[src/rtl/fixed_vec_accumulator.sv]
// fixed_vec_accumulator
// Sums a run of signed input vectors lane by lane. Each lane is accumulated
// independently and can either wrap or saturate. A finished block is held
// on data_out until downstream takes it, and the next block can start in
// that same cycle.
//
// Handshake: a beat moves on an interface only in a cycle where its valid
// and ready are both high at the rising edge. A source holds its data
// stable while valid is high and ready is low. On the input side, ready
// depends on clear, the block state and data_out_ready, and never on
// data_in_valid. On the output side, data_out_valid stays high with
// data_out stable until data_out_ready is seen high.
module fixed_vec_accumulator #(
  parameter int IN_WIDTH  = 16,
  parameter int IN_SIZE   = 4,
  parameter int MAX_DEPTH = 8,
  parameter int OUT_WIDTH = IN_WIDTH + $clog2(MAX_DEPTH),
  parameter int SATURATE  = 0,
  parameter int CNT_WIDTH = $clog2(MAX_DEPTH) + 1
) (
  input  logic                          clk,
  input  logic                          rst,
  input  logic [CNT_WIDTH-1:0]          depth,
  input  logic                          clear,
  input  logic [IN_SIZE*IN_WIDTH-1:0]   data_in,
  input  logic                          data_in_valid,
  output logic                          data_in_ready,
  output logic [IN_SIZE*OUT_WIDTH-1:0]  data_out,
  output logic                          data_out_valid,
  input  logic                          data_out_ready,
  output logic [IN_SIZE-1:0]            overflow,
  output logic [CNT_WIDTH-1:0]          counter
);

  typedef enum logic {
    S_ACC  = 1'b0,
    S_FULL = 1'b1
  } state_e;

  localparam logic [CNT_WIDTH-1:0] MAX_D   = CNT_WIDTH'(MAX_DEPTH);
  localparam logic [CNT_WIDTH-1:0] ONE_D   = CNT_WIDTH'(1);
  // Signed range limits of a lane, written at the widened sum width.
  localparam logic [OUT_WIDTH:0]   SUM_MAX = {2'b00, {(OUT_WIDTH-1){1'b1}}};
  localparam logic [OUT_WIDTH:0]   SUM_MIN = {2'b11, {(OUT_WIDTH-1){1'b0}}};

  state_e                             state_q, state_d;
  logic [IN_SIZE-1:0][OUT_WIDTH-1:0]  sum_q, sum_d;
  logic [IN_SIZE-1:0]                 ovf_q, ovf_d;
  logic [CNT_WIDTH-1:0]               cnt_q, cnt_d;
  logic [CNT_WIDTH-1:0]               eff_q, eff_d;

  logic                               full;
  logic                               accept;
  logic [CNT_WIDTH-1:0]               depth_clamped;
  logic [IN_SIZE-1:0][OUT_WIDTH-1:0]  base_sum;
  logic [IN_SIZE-1:0][OUT_WIDTH:0]    wide;
  logic [IN_SIZE-1:0][OUT_WIDTH-1:0]  add_res;
  logic [IN_SIZE-1:0]                 add_ovf;

  assign full          = (state_q == S_FULL);
  assign data_in_ready = !clear && (!full || data_out_ready);
  assign accept        = data_in_valid && data_in_ready;
  assign depth_clamped = (depth == '0)   ? ONE_D :
                         (depth > MAX_D) ? MAX_D : depth;

  // Per-lane adder: a beat taken while FULL seeds a new block, so it adds to zero.
  always_comb begin
    base_sum = '0;
    wide     = '0;
    add_res  = '0;
    add_ovf  = '0;
    for (int i = 0; i < IN_SIZE; i++) begin
      base_sum[i] = full ? '0 : sum_q[i];
      wide[i] = {base_sum[i][OUT_WIDTH-1], base_sum[i]} +
                {{(OUT_WIDTH+1-IN_WIDTH){data_in[i*IN_WIDTH+IN_WIDTH-1]}},
                 data_in[i*IN_WIDTH +: IN_WIDTH]};
      add_ovf[i] = wide[i][OUT_WIDTH] != wide[i][OUT_WIDTH-1];
      if (SATURATE != 0 && add_ovf[i]) begin
        add_res[i] = wide[i][OUT_WIDTH] ? SUM_MIN[OUT_WIDTH-1:0]
                                        : SUM_MAX[OUT_WIDTH-1:0];
      end else begin
        add_res[i] = wide[i][OUT_WIDTH-1:0];
      end
    end
  end

  // Next-state logic: clear first, then an accepted beat, then a drain with no new beat.
  always_comb begin
    sum_d   = sum_q;
    ovf_d   = ovf_q;
    cnt_d   = cnt_q;
    eff_d   = eff_q;
    if (clear) begin
      sum_d = '0;
      ovf_d = '0;
      cnt_d = '0;
    end else if (accept) begin
      sum_d = add_res;
      ovf_d = (full ? '0 : ovf_q) | add_ovf;
      cnt_d = full ? ONE_D : cnt_q + ONE_D;
      if (full || cnt_q == '0) begin
        eff_d = depth_clamped;
      end
    end else if (full && data_out_ready) begin
      sum_d = '0;
      ovf_d = '0;
      cnt_d = '0;
    end
    state_d = (cnt_d == eff_d) ? S_FULL : S_ACC;
  end

  // State registers; reset leaves an empty block with a depth of one.
  always_ff @(posedge clk or negedge rst) begin
    if (!rst) begin
      state_q <= S_ACC;
      sum_q   <= '0;
      ovf_q   <= '0;
      cnt_q   <= '0;
      eff_q   <= ONE_D;
    end else begin
      state_q <= state_d;
      sum_q   <= sum_d;
      ovf_q   <= ovf_d;
      cnt_q   <= cnt_d;
      eff_q   <= eff_d;
    end
  end

  assign data_out       = sum_q;
  assign data_out_valid = full;
  assign overflow       = ovf_q;
  assign counter        = cnt_q;

endmodule

[config.mk]
export PLATFORM = sky130hd
export DESIGN_NAME = fixed_vec_accumulator
export DESIGN_NICKNAME = d
export VERILOG_FILES = /design/src/rtl/fixed_vec_accumulator.sv
export SDC_FILE = /design/constraint.sdc
export NUM_CORES = 1
export LEC_CHECK = 0
export CAP_MARGIN = 10
export CORE_MARGIN = 2
export CORE_UTILIZATION = 30
export DETAILED_ROUTE_END_ITERATION = 10
export PLACE_DENSITY = 0.5
export SYNTH_ARGS = -nofsm -noshare
export SYNTH_HDL_FRONTEND = slang
export SYNTH_SLANG_ARGS = --single-unit
export TNS_END_PERCENT = 50
[constraint.sdc]
create_clock -name clk -period 4.26 [get_ports clk]
set_input_delay 0.852 -clock clk [delete_from_list [all_inputs] [get_ports clk]]
set_output_delay 0.852 -clock clk [all_outputs]
set_load 0.02 [all_outputs]
==> impl_metrics.yaml <==
outcome:
  status: "finished, final reports clean"
clocking:
  ctsHoldBuffers: 0
  cts_max_level: 3
  clk_path_buf_depth: 2
  cts_resized: 0
  cts.sinks: 89
  clock_latency_ns: 0.35
  cts_tree: "done"
  root_buffer: "clkbuf_16"
  path_clk_slew_ns: 0.07
  cts_setup_buffers: 0
  cts_buffers: 9
power_and_ir_drop:
  cellPowerDensity_nw_per_um2: 494
  irDropWorstVdd_mv: 0.200
  leakagePower_nw: 4.27
critical_path:
  worst-setup-path-type: "flip-flop to flip-flop"
  worst_setup_path_end_kind: "flip-flop"
  crit_path_max_fanout: 59
  worstPathArrival_ns: 3.38
  max_stage_delay_ns: 0.92
  cp.required_ns: 4.47
  cp_slowest_cell: "dfrtp_4"
  cp_common_cell: "o21ai_1"
  cp_cell_sequence: "buf_4 > nor2b_1 > ha_1 > a21oi_1 > nand2_1 > o21ai_1 > o21ai_1 > a311oi_2 > xor2_1 > o21ai_1"
  worst_r2r_path_depth: 10
  start_kind: "flip-flop"
cells_and_area:
  instances_no_fill: 1374
  nets: 1194
  drive_gt1_frac: 0.0536
  layout_common_cells: "clkdlybuf4s50_1, nand2_1, dfrtp_1, nor2b_1, ha_1"
  syn_to_final_growth_pct: 29.3
  n_antenna_cell: 0
  layout_commonest_cell: "clkdlybuf4s50_1"
  num-fill-cells: 2595
hold_path:
  hold_depth: 2
  min_path_type: "flip-flop to flip-flop"
synth:
  synthArstFlopShare: 1.00
  ys_seq_area_frac: 0.293
  yosys_warnings: 0
  synth_top_flop_cell: "dfrtp_1"
  ys_ff_latch: 89
  syn_inst: 899
  synth_edf_count: 0
  syn_area_um2: 7610
  synth_cell_types: 73
  syn_avg_cell_area_um2: 8.46
  syn_nets: 1054
routing:
  ant_nets: 0
  first_iter_violations: 422
  firstDrtPassIters: 6
  viasPerCell: 4.97
  routed_wl_um: 22200
  vias: 6835
  drc: 0
  wire_per_inst_um: 16.2
die:
  die-area_um2: 26700
  start_util: 0.304
  io_pins: 159
  die_h_um: 163
  coreArea_um2: 25000
  rows: 58
  die-width_um: 163
grt:
  antenna_found_initial: 0
  overflow: 0
  first_global_vias: 6881
  grt_max_degree: 74
  grt_pass1_wl_um: 36300
  grt_usage: 0.171
timing:
  tightest_slew_ns: 1.01
  grt_setup_unrepaired: "no"
  clock_skew_ns: 0.0116
  period_minus_slack_ns: 3.17
  fin_crit_sh: 0.743
  fmax_ghz: 0.316
  setup_viol: 0
  drv_slew: 0
  max_slew_margin: 0.327
  final_hold_viol_count: 0
  tns_ns: 0
placement:
  place_congestion: 0.853
  numPortBuffers: 158
  place_hpwl_um: 16200
  dp_cells: 1358
job:
  cap_violations: 0
-- sequential cells by signal, summed over array words and instances, names as in the netlist --
| register | flops |
|---|---|
| overflow | 4 |
| data_out_valid | 1 |
| counter | 4 |
| data_out | 76 |
| eff_q | 4 |
-- metrics by stage --
stage,instance area (um^2),setup WS (ns),hold slack [ns],util,total power [mW]
floorplan,7610,1.02,0.475,-,3.09
global placement,9530,0.863,0.483,0.381,4.03
detailed placement,9530,0.813,0.491,0.381,4.02
CTS,9840,1.04,0.507,0.393,4.93
global route,9840,0.826,0.525,0.393,5.27
finish,9840,1.09,0.500,0.393,4.86
-- synth_stat cells (14+ instances only) --
library cell,instances,area [um^2]
a211oi_1,14,105
a21o_1,16,120
a21oi_1,62,310
clkbuf_1,28,105
dfrtp_1,88,2200
ha_1,78,976
inv_1,27,101
nand2_1,108,405
nand2b_1,20,125
nand3_1,23,115
nor2_1,36,135
nor2b_1,83,519
o21ai_0,72,360
o21ai_1,36,180
o21bai_1,14,105
xnor2_1,33,289
xor2_1,33,289
-- kinds of logic (layout without fill, tap and decap cells) --
group / after synthesis / in the layout / share of synthesized area
adder cells (fa/ha/maj): 82 / 82 / 0.139
flip-flops: 89 / 89 / 0.293
buffers and inverters: 65 / 210 / 0.0352
XOR/XNOR: 66 / 66 / 0.0760
AND/OR/NAND/NOR: 311 / 311 / 0.207
AO/OA/AOI/OAI: 280 / 280 / 0.240
multiplexers: 6 / 6 / 0.0100
-- report_power, final --
part / internal, mW / total (mW) / switching, mW
clock: 0.514 / 0.871 / 0.357
sequential: 1.05 / 1.28 / 0.230
combinational: 1.24 / 2.71 / 1.47
total: 2.81 / 4.86 / 2.06
-- layer usage --
metal | vias to the layer above | GRT usage | wire [um]
met3 | 13 | 0.0317 | 983
met2 | 126 | 0.291 | 10500
li1 | 3471 | - | -
met5 | - | 0 | 0
met1 | 3225 | 0.225 | 10500
met4 | 0 | 0.0390 | 244
-- cell type report --
type / count / area [um^2] / area share
Timing Repair Buffer: 167 / 1660 / 0.169
Multi-Input combinational cell: 745 / 5120 / 0.521
Sequential cell: 89 / 2230 / 0.227
Clock inverter: 4 / 70.1 / 0.00712
Clock buffer: 12 / 236 / 0.0240
Inverter: 27 / 101 / 0.0103
Tap cell: 330 / 413 / 0.0420
-- path summary, 6_finish.rpt --
| check | endpoint | startpoint | slack [ns] |
|---|---|---|---|
| hold reg to reg | data_out[64]$_DFFE_PN0P_ | data_out[64]$_DFFE_PN0P_ | 0.50 |
| setup / recovery | data_out[56]$_DFFE_PN0P_ | data_out_valid$_DFF_PN0_ | 1.09 |
| max in group asynchronous | data_out[64]$_DFFE_PN0P_ | rst | 2.75 |
| min in group asynchronous | data_out[20]$_DFFE_PN0P_ | rst | 0.67 |
| setup reg to reg | data_out[56]$_DFFE_PN0P_ | data_out_valid$_DFF_PN0_ | 1.09 |
| hold / removal | data_out[64]$_DFFE_PN0P_ | data_out[64]$_DFFE_PN0P_ | 0.50 |
-- critical path: cells and delay by family, from the launching register on --
family	cells	cell delay, ns
compound gates	5	1.11
fa+ha+maj	1	0.32
flops	1	0.92
buf+inv	1	0.34
simple gates	2	0.14
xor+xnor	1	0.17
Power figures use the tool's default switching activity.
